--- config.mk ---
export PLATFORM = sky130hd
export DESIGN_NAME = hazard_control_unit
export DESIGN_NICKNAME = d
export VERILOG_FILES = /design/src/rtl/hazard_control_unit.sv
export SDC_FILE = /design/constraint.sdc
export NUM_CORES = 1
export LEC_CHECK = 0
export ABC_CLOCK_PERIOD_IN_PS = 3550
export BUFFER_PORTS_ARGS = -buffer_cell sky130_fd_sc_hd__buf_2
export CAP_MARGIN = 20
export CORE_AREA = 2 2 39 41
export CTS_BUF_LIST = sky130_fd_sc_hd__clkbuf_2 sky130_fd_sc_hd__clkbuf_4 sky130_fd_sc_hd__clkbuf_8
export DETAILED_ROUTE_END_ITERATION = 10
export DIE_AREA = 0 0 41 43
export PLACE_DENSITY = 0.67
export SLEW_MARGIN = 30
export SYNTH_ARGS = -nofsm -noshare
export SYNTH_HDL_FRONTEND = slang
export SYNTH_SLANG_ARGS = --single-unit
--- constraint.sdc ---
create_clock -name clk -period 3.55 [get_ports clk]
set_input_delay 0 -clock clk [delete_from_list [all_inputs] [get_ports clk]]
set_output_delay 0 -clock clk [all_outputs]
set_load 0.005 [all_outputs]
--- src/rtl/hazard_control_unit.sv ---
// -----------------------------------------------------------------------------
// hazard_control_unit
//
// Purpose:
//   Pipeline hazard controller for the 5-stage ARM core. It drives the
//   stall, flush and bubble enables of the PC, IF/ID, ID/EX, EX/MEM and
//   MEM/WB registers. It resolves the hazards that operand forwarding cannot
//   cover:
//     - load-use stalls
//     - taken-branch flushes
//     - multi-cycle multiply occupancy of EX
//     - a global freeze while data memory is waiting
//   Operand bypass itself lives in the forwarding unit.
//
// Parameters:
//   MUL_LATENCY  cycles a multiply occupies EX (1..15)
//   CNT_W        width of the multiply occupancy counter
//
// Ports:
//   clk              core clock, rising edge
//   rst_n            synchronous active-low reset
//   rn_ifid          source reg 1 of the ID instruction
//   rm_ifid          source reg 2 of the ID instruction
//   uses_rn_ifid     ID instruction reads rn
//   uses_rm_ifid     ID instruction reads rm
//   rd_idex          destination of the EX instruction
//   mem_read_idex    EX instruction is a load
//   mul_idex         EX instruction is a multiply
//   branch_taken_ex  branch in EX resolved taken
//   mem_wait         data memory not ready (freeze)
//   pc_stall         hold PC
//   ifid_stall       hold IF/ID
//   ifid_flush       zero IF/ID
//   idex_stall       hold ID/EX
//   idex_bubble      load NOP into ID/EX
//   exmem_bubble     load NOP into EX/MEM
//   memwb_stall      hold MEM/WB
//   mul_busy         FSM is in MUL_BUSY
//
// Optional feature (macro HAZARD_PERF_CNT_EN):
//   Adds the saturating 32-bit counters stall_cycles, flush_count and
//   loaduse_count. They are cleared by reset. Without the macro, the ports
//   and the counters do not exist.
// -----------------------------------------------------------------------------
module hazard_control_unit #(
  parameter int MUL_LATENCY = 3,
  parameter int CNT_W       = 4
) (
  input  logic             clk,
  input  logic             rst_n,
  input  logic [3:0]       rn_ifid,
  input  logic [3:0]       rm_ifid,
  input  logic             uses_rn_ifid,
  input  logic             uses_rm_ifid,
  input  logic [3:0]       rd_idex,
  input  logic             mem_read_idex,
  input  logic             mul_idex,
  input  logic             branch_taken_ex,
  input  logic             mem_wait,
  output logic             pc_stall,
  output logic             ifid_stall,
  output logic             ifid_flush,
  output logic             idex_stall,
  output logic             idex_bubble,
  output logic             exmem_bubble,
  output logic             memwb_stall,
`ifdef HAZARD_PERF_CNT_EN
  output logic [31:0]      stall_cycles,
  output logic [31:0]      flush_count,
  output logic [31:0]      loaduse_count,
`endif
  output logic             mul_busy
);

  typedef enum logic {
    IDLE     = 1'b0,
    MUL_BUSY = 1'b1
  } state_t;

  // A single-cycle multiply never needs to hold EX.
  localparam bit MUL_HOLD_EN = (MUL_LATENCY > 1);

  // The first hold cycle happens in IDLE, and the last EX cycle is a
  // no-hold cycle in MUL_BUSY. So the counter starts at MUL_LATENCY-2.
  localparam int              LOAD_VAL = (MUL_LATENCY > 1) ? (MUL_LATENCY - 2) : 0;
  localparam logic [CNT_W-1:0] CNT_LOAD = CNT_W'(LOAD_VAL);

  state_t           state;
  state_t           state_next;
  logic [CNT_W-1:0] cnt;
  logic [CNT_W-1:0] cnt_next;

  logic load_use;
  logic mul_start;
  logic mul_hold;
  logic branch_flush;
  logic load_use_stall;

  // Hazard detection. r0 as a destination never creates a dependency.
  always_comb begin
    load_use = mem_read_idex && (rd_idex != 4'd0) &&
               ((uses_rn_ifid && (rn_ifid == rd_idex)) ||
                (uses_rm_ifid && (rm_ifid == rd_idex)));

    mul_start = (state == IDLE) && mul_idex && MUL_HOLD_EN;

    mul_hold = mul_start || ((state == MUL_BUSY) && (cnt != '0));

    // The branch outranks load-use because the ID instruction is on the
    // wrong path. The last multiply cycle in MUL_BUSY suppresses both checks.
    branch_flush = (state == IDLE) && !mul_start && branch_taken_ex;

    load_use_stall = (state == IDLE) && !mul_start && !branch_taken_ex && load_use;
  end

  // State register
  always_ff @(posedge clk) begin
    if (!rst_n) begin
      state <= IDLE;
      cnt   <= '0;
    end else begin
      state <= state_next;
      cnt   <= cnt_next;
    end
  end

  // Next-state logic. A memory wait freezes both the state and the counter.
  always_comb begin
    state_next = state;
    cnt_next   = cnt;
    if (!mem_wait) begin
      case (state)
        IDLE: begin
          if (mul_start) begin
            state_next = MUL_BUSY;
            cnt_next   = CNT_LOAD;
          end
        end
        MUL_BUSY: begin
          if (cnt != '0) begin
            cnt_next = cnt - CNT_W'(1);
          end else begin
            state_next = IDLE;
          end
        end
        default: begin
          state_next = IDLE;
          cnt_next   = '0;
        end
      endcase
    end
  end

  // Output logic. While in reset, every output is zero.
  // A memory wait overrides every other hazard.
  always_comb begin
    pc_stall     = 1'b0;
    ifid_stall   = 1'b0;
    ifid_flush   = 1'b0;
    idex_stall   = 1'b0;
    idex_bubble  = 1'b0;
    exmem_bubble = 1'b0;
    memwb_stall  = 1'b0;
    mul_busy     = 1'b0;
    if (rst_n) begin
      if (mem_wait) begin
        pc_stall    = 1'b1;
        ifid_stall  = 1'b1;
        idex_stall  = 1'b1;
        memwb_stall = 1'b1;
      end else begin
        mul_busy = (state == MUL_BUSY);
        if (mul_hold) begin
          // Hold the multiply in EX and feed a NOP into MEM behind it.
          pc_stall     = 1'b1;
          ifid_stall   = 1'b1;
          idex_stall   = 1'b1;
          exmem_bubble = 1'b1;
        end else if (branch_flush) begin
          ifid_flush  = 1'b1;
          idex_bubble = 1'b1;
        end else if (load_use_stall) begin
          pc_stall    = 1'b1;
          ifid_stall  = 1'b1;
          idex_bubble = 1'b1;
        end
      end
    end
  end

`ifdef HAZARD_PERF_CNT_EN
  // Performance counters. Each one saturates instead of wrapping.
  // Flush and load-use events do not count during a memory freeze, because
  // they are not acted on in that cycle.
  always_ff @(posedge clk) begin
    if (!rst_n) begin
      stall_cycles  <= '0;
      flush_count   <= '0;
      loaduse_count <= '0;
    end else begin
      if (pc_stall && (stall_cycles != 32'hFFFF_FFFF))
        stall_cycles <= stall_cycles + 32'd1;
      if (ifid_flush && (flush_count != 32'hFFFF_FFFF))
        flush_count <= flush_count + 32'd1;
      if (load_use_stall && !mem_wait && (loaduse_count != 32'hFFFF_FFFF))
        loaduse_count <= loaduse_count + 32'd1;
    end
  end
`endif

endmodule

## Word level (Yosys, flattened, before mapping)

Cells that the tools add are included.

| storage, ports and cells | value |
|---|---|
| logic and storage cells | 54 |
| bits of input ports | 20 |
| flip-flop bits (word level) | 5 |
| output and inout port bits | 8 |

| operators by class | value |
|---|---|
| multiplexer cells | 28 |
| equal/unequal tests | 4 |
| bitwise logic cells | 2 |
| add/subtract/negate cells | 1 |
| reductions and logical operators | 17 |

Operator list:

| cell | count |
|---|---|
| two-way mux 1 bit | 24 |
| logical AND 1 bit | 10 |
| equality test 4 bit | 2 |
| two-way mux 4 bit | 2 |
| case mux 4 bit (2 select lines) | 1 |
| nonzero test 4 bit | 2 |
| subtractor 4 x 1 -> 4 bit, second input constant | 1 |
| AND reduction 3 bit | 1 |
| zero test 1 bit | 2 |
| logical OR 1 bit | 2 |
| inequality test 2 x 1 -> 1 bit, second input constant | 1 |
| inequality test 2 bit, second input constant | 1 |
| NOT 1 bit | 2 |
| case mux 1 bit (2 select lines) | 1 |

## Longest topological paths before layout

Gate-level depths: netlist of the first run.

| logic depth | value |
|---|---|
| depth in word-level cells | 11 |
| gate-level depth with buffers | 7 |

## Worst setup path before layout of the first run

OpenSTA, ideal clock, no wires.

| timing | value |
|---|---|
| path kind | register to register |
| start | register cnt[0] |
| end | register cnt[3] |
| data required time | 3.435 ns |
| stages on the path, launching flop included | 7 |
| arrival time | 1.462 ns |
| setup slack | 1.973 ns |
| buffers on the path | 0 |
| cells stage by stage | dfxtp_1 > inv_1 > ha_1 > nor2b_1 > a311oi_2 > a21oi_1 > o21a_1 |

| on the way | value |
|---|---|
| word-level cells in the longest chain between the ends | 3 |
| elaborated cells between the ends (all ways) | 6 |
| classes of those cells | add/sub: 1; eq/ne: 1; mux: 2; reduce/logical: 2 |

Ends and longest elaborated chain:

| what | RTL line | RTL |
|---|---|---|
| start, declared | 90 | `logic [CNT_W-1:0] cnt;` |
| start signal, assigned | 123 | `cnt <= cnt_next;` |
| subtractor 4 x 1 -> 4 bit or nonzero test 4 bit (tied branches) | 141, 140 |  |
| two-way mux 4 bit or inequality test 2 x 1 -> 1 bit (tied branches) | n/a |  |
| case mux 4 bit (2 select lines) or AND reduction 3 bit (tied branches) | n/a |  |

Parallel ways exist; a longest one is shown, timed or not. The select of a mux whose other input is x is not followed.
A chain may end at the register's enable or synchronous reset.

## Worst setup path after layout of the first run

| timing | value |
|---|---|
| start | register cnt[0] |
| end | output port ifid_stall |

| on the way | value |
|---|---|
| word-level cells in the longest chain between the ends | 6 |

Ends and longest elaborated chain:

| what | RTL line | RTL |
|---|---|---|
| nonzero test 4 bit | 107 | `mul_hold = mul_start \|\| ((state == MUL_BUSY) && (cnt != '0));` |
| logical AND 1 bit | 107 |  |
| logical OR 1 bit | 107 |  |
| two-way mux 1 bit | 173 | `if (mul_hold) begin` |
| two-way mux 1 bit | 166 | `if (mem_wait) begin` |
| two-way mux 1 bit | 165 | `if (rst_n) begin` |
| end, declared | 61 | `output logic ifid_stall,` |

Every way passes these cells.

==> results_dict.tcl, run 1 <==
set metrics [dict create \
    final_nets 108 \
    relSlewSlack_pct 68.00 \
    period_share_pct 50.05 \
    synth_area_leaders "dfxtp_1, xnor2_1, nor4b_4" \
    die_area_um2 1763 \
    irDropWorstVdd_uv 175.1 \
    cts_setup_buffers 0 \
    clkPwrFrac_pct 37.1 \
    root_buffer "clkbuf_4" \
    crit_start "cnt[0]$_SDFFE_PN0P_" \
    critPathSlowestCell "dfxtp_1" \
    holdBufCountCts 0 \
    clock.fmax_mhz 562.8 \
    firstDrtPassIters 4 \
    r2r_slack_ps 1820 \
    io_pins 28 \
    worst_pin_slew_ps 480.0 \
    cp_num_cells 7 \
    grt_usage_pct 13.37 \
    ys_types 29 \
    swShare_pct 27.50 \
    max_stage_delay_ps 390 \
    avgSynthCellArea_um2 8.254 \
    combinationalPowerShare_pct 28.9 \
    vias_per_cell 4.735 \
    synth.top_cell.area_share_pct 21.28 \
    wirelength_um 1079 \
    synth_nets 78 \
    grt_overflow 0 \
    hold_path.class "in -> reg" \
    cts_tree "yes" \
    antenna_cells 0 \
    place.gp.congestion 0.8147 \
    ys_top_cells_by_count "xnor2_1, nor2_1, dfxtp_1, inv_1, nand3_1" \
    port_buffers 27 \
    crit_family "compound AO/OA/AOI/OAI gates" \
    finalCriticalPeriod_ps 1777 \
    core-area_um2 1384 \
    grt_pass1_wl_um 1662 \
    route.detailed.drc 0 \
    ys_seq_elements 5 \
    die_x_um 41 \
    rr_endpoint "cnt[3]$_SDFFE_PN0P_" \
    antenna_found_initial 0 \
    cp.arrival_ps 1780 \
    cts_buffers 3 \
    dr_total_vias 483 \
    ys.flop_type "dfxtp_1" \
    worstPathRequired_ps 3550 \
    yosysTopAreaCell "dfxtp_1" \
    final_layout_size_suffix_gt1_share_pct 40.70 \
    maxCapViolations 0 \
    synth-edff-count 0 \
    finalClockSkew_ps 0.9199 \
    reg2reg_from "cnt[0]$_SDFFE_PN0P_" \
    path_clk_slew_ps 40 \
    cp.buffers_inverters 2 \
    finalHoldViolations 0 \
    p_total_mw 0.1912 \
    setup_tns_ps 0 \
    critPathKind "reg -> out" \
    place_hpwl_um 900.6 \
    synthArstFlopShare_pct 0 \
    clock_sinks 5 \
    grt_max_degree 12 \
    crit_path_start_kind "flop" \
    setup_viol 0 \
    grt_pass1_vias 458 \
    slew_violations 0 \
    die_h_um 43 \
    powerDensity_nw_per_um2 300.1 \
    r2r_cells 6 \
    synth.most_common_cell "xnor2_1" \
    path_cells "inv_1, ha_1, nor2b_1, a31oi_1, o21a_1, o21bai_1, buf_2" \
    rows 14 \
    yosys_warnings 0 \
    grt_setup_unrepaired "no" \
    setup_slack_ps 1773 \
    pre_cts_ws_ps 1831 \
    path_max_fanout 5 \
    drt-initial-drc-count 3 \
    ctsLongestPathBuffers 2 \
    area_delta_synth_final_pct 35.37 \
    intPower_mw 0.1386 \
    clock_latency_ps 240 \
    ant_nets 0 \
    holdCritStartpoint "rst_n" \
    switchingPower_mw 0.05257 \
    start_util_pct 34.00 \
    yosysSeqAreaShare_pct 21.28 \
    power.leakage_nw 0.2911 \
    avgRoutedWirePerCell_um 10.58 \
    cp-end-kind "primary output" \
    cts_resized 0 \
    endpoint "ifid_stall" \
    status "completed" \
    synthCells 57 \
    htreeDepth 1 \
    synth_area_um2 470.5 \
    seq_power_share_pct 33.9 \
]
==> layout by cell type (no fill, tap or decap), drive strengths merged <==
cell type,n
a21oi,2
a211oi,1
o21a,2
a31oi,1
inv,5
o22a,1
o31ai,1
nand3,3
nor2,6
and2,1
o21bai,1
nor3,1
or4,1
nor4,1
nor4b,1
dfxtp,5
nand4,2
a311oi,1
nand2,1
buf,27
and3,2
nor2b,2
ha,1
xnor2,8
clkbuf,4
mux2i,1
a21bo,1
a21o,1
nand2b,2
==> layer usage <==
metal	vias up	GRT usage, %	part of all wire [%]
met5	-	0	0
met4	0	8.000	0
met3	0	2.618	11
met2	24	22.81	46
met1	198	13.87	43
li1	261	-	-
==> worst min path at each step <==
stage                                endpoint  slack (ps)  cells past startpoint
after floorplan                    idex_stall         100                      1
final                     cnt[3]$_SDFFE_PN0P_          30                      2
after detailed placement  cnt[3]$_SDFFE_PN0P_         280                      2
after global placement    cnt[3]$_SDFFE_PN0P_         270                      2
after global routing      cnt[3]$_SDFFE_PN0P_          30                      2
after CTS                 cnt[3]$_SDFFE_PN0P_          30                      2
==> sequential cells by signal, summed over array words and instances, names as in the netlist <==
| signal | cells |
|---|---|
| state | 1 |
| cnt | 4 |
==> final cells by class <==
type | count | area (um2)
well taps | 16 | 20.02
multi-input cells | 45 | 332.8
inverters | 5 | 18.77
flip-flops and latches | 5 | 100.1
clock buffers | 4 | 30.03
repair buffers | 27 | 135.1
fillers | 151 | 747.0
==> through the flow <==
stage	util [%]	cells	hold WS [ps]	cell area, um2
detailed placement	43.85	98	278.0	606.8
global placement	43.85	98	273.3	606.8
floorplan	-	57	97.41	470.5
global route	46.02	102	34.25	636.9
finish	46.02	102	33.90	636.9
CTS	46.02	102	27.63	636.9
==> power by group through the flow <==
stage | Combinational (mW) | Clock, mW | Sequential, mW
floorplan | 0.0373 | 0 | 0.0625
global placement | 0.0548 | 0 | 0.0651
detailed placement | 0.0556 | 0 | 0.0655
CTS | 0.0558 | 0.0750 | 0.0645
global route | 0.0629 | 0.0791 | 0.0652
finish | 0.0553 | 0.0710 | 0.0648
==> cell families after synthesis <==
group | synth area share (%)
simple gates | 29.78
compound gates | 21.28
xor+xnor | 14.89
buf+inv | 7.980
flops | 21.28
mux | 2.128
fa+ha+maj | 2.659
Power figures use the tool's default switching activity.
==> inputs of run 2 (changes only) <==
--- a/config.mk
+++ b/config.mk
@@ -5,7 +5,7 @@
 export SDC_FILE = /design/constraint.sdc
 export NUM_CORES = 1
 export LEC_CHECK = 0
-export ABC_CLOCK_PERIOD_IN_PS = 3550
+export ABC_CLOCK_PERIOD_IN_PS = 1700
 export BUFFER_PORTS_ARGS = -buffer_cell sky130_fd_sc_hd__buf_2
 export CAP_MARGIN = 20
 export CORE_AREA = 2 2 39 41
==> constraint.sdc (replaced) <==
create_clock -name clk -period 1.7 [get_ports clk]
set_input_delay 0 -clock clk [delete_from_list [all_inputs] [get_ports clk]]
set_output_delay 0 -clock clk [all_outputs]
set_load 0.005 [all_outputs]
==> results_dict.tcl, run 2 (synthesized netlist as in run 1, its figures left out) <==
set metrics [dict create \
    status "completed" \
    rows 14 \
    swShare_pct 27.38 \
    path_cells "inv_1, ha_1, nor2b_2, a31oi_2, o21a_1, o21bai_4, buf_2" \
    clock.fmax_mhz 618.1 \
    hold_path.class "in -> reg" \
    reg2reg_from "cnt[0]$_SDFFE_PN0P_" \
    ctsLongestPathBuffers 2 \
    area_delta_synth_final_pct 48.14 \
    antenna_cells 0 \
    drt-initial-drc-count 4 \
    vias_per_cell 4.841 \
    powerDensity_nw_per_um2 604.3 \
    io_pins 28 \
    route.detailed.drc 0 \
    die_area_um2 1763 \
    cp.arrival_ps 1620 \
    cts_buffers 3 \
    power.leakage_nw 0.3243 \
    finalHoldViolations 0 \
    slew_violations 0 \
    path_max_fanout 3 \
    ant_nets 0 \
    post_dp_cell_area_um2 621.8 \
    worstPathRequired_ps 1700 \
    fin_area_um2 696.9 \
    place_hpwl_um 868.1 \
    final_layout_size_suffix_gt1_share_pct 49.45 \
    start_util_pct 34.00 \
    hold-path-cell-count 2 \
    htreeDepth 1 \
    largest_reg_flops 4 \
    grt_max_degree 10 \
    avgRoutedWirePerCell_um 10.30 \
    finalCriticalPeriod_ps 1618 \
    seq_power_share_pct 31.0 \
    grt_pass1_wl_um 1490 \
    worst_pin_slew_ps 263.8 \
    cp.buffers_inverters 2 \
    final_common_cell "buf_2" \
    grt_overflow 0 \
    path_clk_slew_ps 40 \
    root_buffer "clkbuf_4" \
    die_x_um 41 \
    period_share_pct 95.16 \
    combinationalPowerShare_pct 33.6 \
    critPathKind "reg -> out" \
    irDropWorstVdd_uv 452.9 \
    final_util_pct 50.36 \
    relSlewSlack_pct 82.35 \
    clock_sinks 5 \
    stdcell_count 107 \
    port_buffers 27 \
    rr_endpoint "cnt[1]$_SDFFE_PN0P_" \
    r2r_cells 7 \
    die_h_um 43 \
    crit_family "compound AO/OA/AOI/OAI gates" \
    grt_usage_pct 12.37 \
    place.gp.congestion 0.7735 \
    crit_path_start_kind "flop" \
    maxCapViolations 0 \
    r2r_slack_ps 150 \
    cp-end-kind "primary output" \
    clock_latency_ps 240 \
    intPower_mw 0.3058 \
    finalClockSkew_ps 3.276 \
    max_stage_delay_ps 330 \
    switchingPower_mw 0.1153 \
    whs_ps 34.78 \
    dr_total_vias 518 \
    critPathSlowestCell "dfxtp_2" \
    cts_tree "yes" \
    firstDrtPassIters 2 \
    post-place-cells 100 \
    holdCritStartpoint "rst_n" \
    wirelength_um 1102 \
    clkPwrFrac_pct 35.4 \
    core-area_um2 1384 \
    antenna_found_initial 0 \
    top_regs "cnt x4, state x1" \
    regMostFlops "cnt" \
    grt_pass1_vias 427 \
    layout_common_cells "buf_2, xnor2_1, nor2_1" \
    hold_end "cnt[3]$_SDFFE_PN0P_" \
    setup_viol 0 \
    final_nets 113 \
    p_total_mw 0.4211 \
]
==> run 2: power groups by stage <==
| stage | Combinational (mW) | Clock [mW] | Sequential, mW |
|---|---|---|---|
| 6_report | 0.141 | 0.149 | 0.131 |
| 5_1_grt | 0.156 | 0.165 | 0.131 |
| 4_1_cts | 0.132 | 0.157 | 0.131 |
| 3_5_place_dp | 0.125 | 0 | 0.133 |
| 3_3_place_gp | 0.124 | 0 | 0.132 |
| 2_1_floorplan | 0.0779 | 0 | 0.130 |
==> run 2: timing repair <==
| action | 4_1_cts | 5_1_grt |
|---|---|---|
| setup endpoints to repair | 2 | 4 |
| pin swaps | 1 | 4 |
| hold buffers | 0 | 0 |
| buffers inserted | 1 | 2 |
| resized for setup | 2 | 3 |
==> run 2: routing by layer <==
| layer | up-vias | wire length, um | GRT usage (%) |
|---|---|---|---|
| li1 | 272 | - | - |
| met1 | 222 | 442 | 12.62 |
| met2 | 24 | 519 | 20.31 |
| met3 | 0 | 140 | 5.236 |
| met4 | 0 | 0 | 6.000 |
| met5 | - | 0 | 0 |
==> run 2: cell type report <==
| cell class | instances | area (um2) |
|---|---|---|
| clock buffer | 4 | 30.03 |
| fill | 142 | 686.9 |
| inverter | 5 | 18.77 |
| multi-input combinational | 45 | 352.8 |
| sequential | 5 | 102.6 |
| tap | 16 | 20.02 |
| timing repair buffer | 32 | 172.7 |
==> run 2: metrics by stage <==
stage	setup WS, ps	TNS [ps]
after global routing	-6.132	-10.35
after global placement	160.6	0
after floorplan	123.3	0
final	82.20	0
after CTS	25.07	0
after detailed placement	115.5	0
==> run 2: how the worst max path moves through the flow <==
stage | cells past startpoint | end | start
finish | 7 | ifid_stall | cnt[0]$_SDFFE_PN0P_
floorplan | 6 | cnt[3]$_SDFFE_PN0P_ | cnt[0]$_SDFFE_PN0P_
global placement | 7 | cnt[3]$_SDFFE_PN0P_ | cnt[0]$_SDFFE_PN0P_
detailed placement | 7 | cnt[3]$_SDFFE_PN0P_ | cnt[0]$_SDFFE_PN0P_
CTS | 7 | ifid_stall | cnt[0]$_SDFFE_PN0P_
global route | 7 | ifid_stall | cnt[0]$_SDFFE_PN0P_
==> inputs of run 3 (changes only) <==
--- a/config.mk
+++ b/config.mk
@@ -8,11 +8,13 @@
 export ABC_CLOCK_PERIOD_IN_PS = 1700
 export BUFFER_PORTS_ARGS = -buffer_cell sky130_fd_sc_hd__buf_2
 export CAP_MARGIN = 20
-export CORE_AREA = 2 2 39 41
+export CELL_PAD_IN_SITES_DETAIL_PLACEMENT = 1
+export CELL_PAD_IN_SITES_GLOBAL_PLACEMENT = 2
+export CORE_MARGIN = 2
+export CORE_UTILIZATION = 22
 export CTS_BUF_LIST = sky130_fd_sc_hd__clkbuf_2 sky130_fd_sc_hd__clkbuf_4 sky130_fd_sc_hd__clkbuf_8
 export DETAILED_ROUTE_END_ITERATION = 10
-export DIE_AREA = 0 0 41 43
-export PLACE_DENSITY = 0.67
+export PLACE_DENSITY_LB_ADDON = 0.1
 export SLEW_MARGIN = 30
 export SYNTH_ARGS = -nofsm -noshare
 export SYNTH_HDL_FRONTEND = slang
==> results_dict.tcl, run 3 (synthesized netlist as in run 1, its figures left out) <==
set metrics [dict create \
    clock.fmax_mhz 619.3 \
    status "completed" \
    drt-initial-drc-count 0 \
    grt_pass1_vias 490 \
    critPathSlowestCell "dfxtp_1" \
    holdCritStartpoint "rst_n" \
    worstPathRequired_ps 1700 \
    r2r_cells 7 \
    irDropWorstVdd_uv 324.2 \
    grt_setup_unrepaired "no" \
    holdBufCountCts 0 \
    rows 16 \
    finalHoldViolations 0 \
    layout_common_cells "buf_2, xnor2_1, nor2_1" \
    port_buffers 27 \
    final_util_pct 34.53 \
    final_common_cell "buf_2" \
    worst_pin_slew_ps 265.8 \
    rr_endpoint "cnt[3]$_SDFFE_PN0P_" \
    final_nets 111 \
    htreeDepth 1 \
    hold-path-cell-count 2 \
    dr_total_vias 514 \
    place_hpwl_um 1099 \
    cp-end-kind "primary output" \
    avgRoutedWirePerCell_um 10.97 \
    reg2reg_from "cnt[0]$_SDFFE_PN0P_" \
    antenna_found_initial 0 \
    grt_max_degree 10 \
    stdcell_count 116 \
    max_stage_delay_ps 350 \
    vias_per_cell 4.431 \
    root_buffer "clkbuf_4" \
    grt_usage_pct 11.42 \
    finalCriticalPeriod_ps 1615 \
    hold_path.class "in -> reg" \
    top_regs "cnt x4, state x1" \
    start_util_pct 23.74 \
    die_h_um 50.24 \
    r2r_slack_ps 140 \
    hold_end "cnt[3]$_SDFFE_PN0P_" \
    relSlewSlack_pct 82.22 \
    post-place-cells 111 \
    clock_sinks 5 \
    path_clk_slew_ps 40 \
    path_cells "nor4b_4, nand4_1, o22a_1, a211oi_2, buf_2" \
    finalClockSkew_ps 2.494 \
    largest_reg_flops 4 \
    clock_latency_ps 240 \
    final_layout_size_suffix_gt1_share_pct 47.19 \
    antenna_cells 0 \
    crit_path_start_kind "flop" \
    cp.arrival_ps 1610 \
    critPathKind "reg -> out" \
    core-area_um2 1982 \
    firstDrtPassIters 1 \
    wirelength_um 1272 \
    route.detailed.drc 0 \
    grt_overflow 0 \
    cts_tree "yes" \
    ant_nets 0 \
    ctsLongestPathBuffers 2 \
    setup_viol 0 \
    maxCapViolations 0 \
    slew_violations 0 \
    die_x_um 50.24 \
    period_share_pct 94.98 \
    power.leakage_nw 0.3094 \
    setup_tns_ps 0 \
    place.gp.congestion 0.6443 \
    io_pins 28 \
    path_max_fanout 3 \
    area_delta_synth_final_pct 45.48 \
    die_area_um2 2524 \
    regMostFlops "cnt" \
    powerDensity_nw_per_um2 614.6 \
    grt_pass1_wl_um 2166 \
    cts_buffers 3 \
]
## run 3: cell count changes in the layout (fill, tap and decap cells not counted), sizes merged
cell,before,now
buf,32,30
## run 3: worst max path at each step
| stage | end | from | slack, ps | cells after the start |
|---|---|---|---|---|
| after floorplan | cnt[3]$_SDFFE_PN0P_ | cnt[0]$_SDFFE_PN0P_ | 120 | 6 |
| after global placement | cnt[3]$_SDFFE_PN0P_ | cnt[0]$_SDFFE_PN0P_ | 150 | 7 |
| after detailed placement | cnt[3]$_SDFFE_PN0P_ | cnt[0]$_SDFFE_PN0P_ | 110 | 7 |
| after CTS | ifid_stall | cnt[0]$_SDFFE_PN0P_ | 10 | 7 |
| after global routing | idex_bubble | state$_SDFFE_PN0N_ | 10 | 5 |
| final | idex_bubble | state$_SDFFE_PN0N_ | 90 | 5 |
## run 3: cell type report
cell class | count | area (um2)
Clock buffer | 4 | 30.03
Fill cell | 258 | 1297
Inverter | 5 | 18.77
Multi-Input combinational cell | 45 | 341.6
Sequential cell | 5 | 102.6
Tap cell | 27 | 33.78
Timing Repair Buffer | 30 | 157.7
## run 3: what timing repair did
item | CTS | global route
setup buffers | 1 | 0
endpoints found under the setup margin | 2 | 3
gates resized for setup | 2 | 2
pin swaps | 1 | 1
## run 3: critical path: cells and delay by family (launching register included)
kind	cells	cell delay (ps)
simple gates	2	420
compound gates	2	450
buf+inv	1	140
flops	1	350
## run 3: per-layer routing
layer | GRT usage (%) | wire length [um] | up-vias
met5 | 0 | 0 | -
met4 | 9.722 | 42 | 0
met3 | 1.786 | 88 | 5
met2 | 17.32 | 577 | 16
met1 | 13.92 | 563 | 228
li1 | - | - | 265
## run 3: power breakdown
group | internal [mW] | total [mW] | switching (mW)
Sequential | 0.125 | 0.132 | 0.00693
Clock | 0.105 | 0.156 | 0.0509
Combinational | 0.0708 | 0.133 | 0.0625
## run 3: metrics by stage
stage,cell area [um2],hold WS (ps),power [mW],setup WS [ps]
floorplan,470.5,97.41,0.2084,123.3
global placement,635.6,281.5,0.2614,154.5
detailed placement,635.6,294.2,0.2618,114.7
CTS,681.9,31.97,0.4294,10.03
global route,684.4,40.04,0.4505,9.777
finish,684.4,35.56,0.4206,85.37
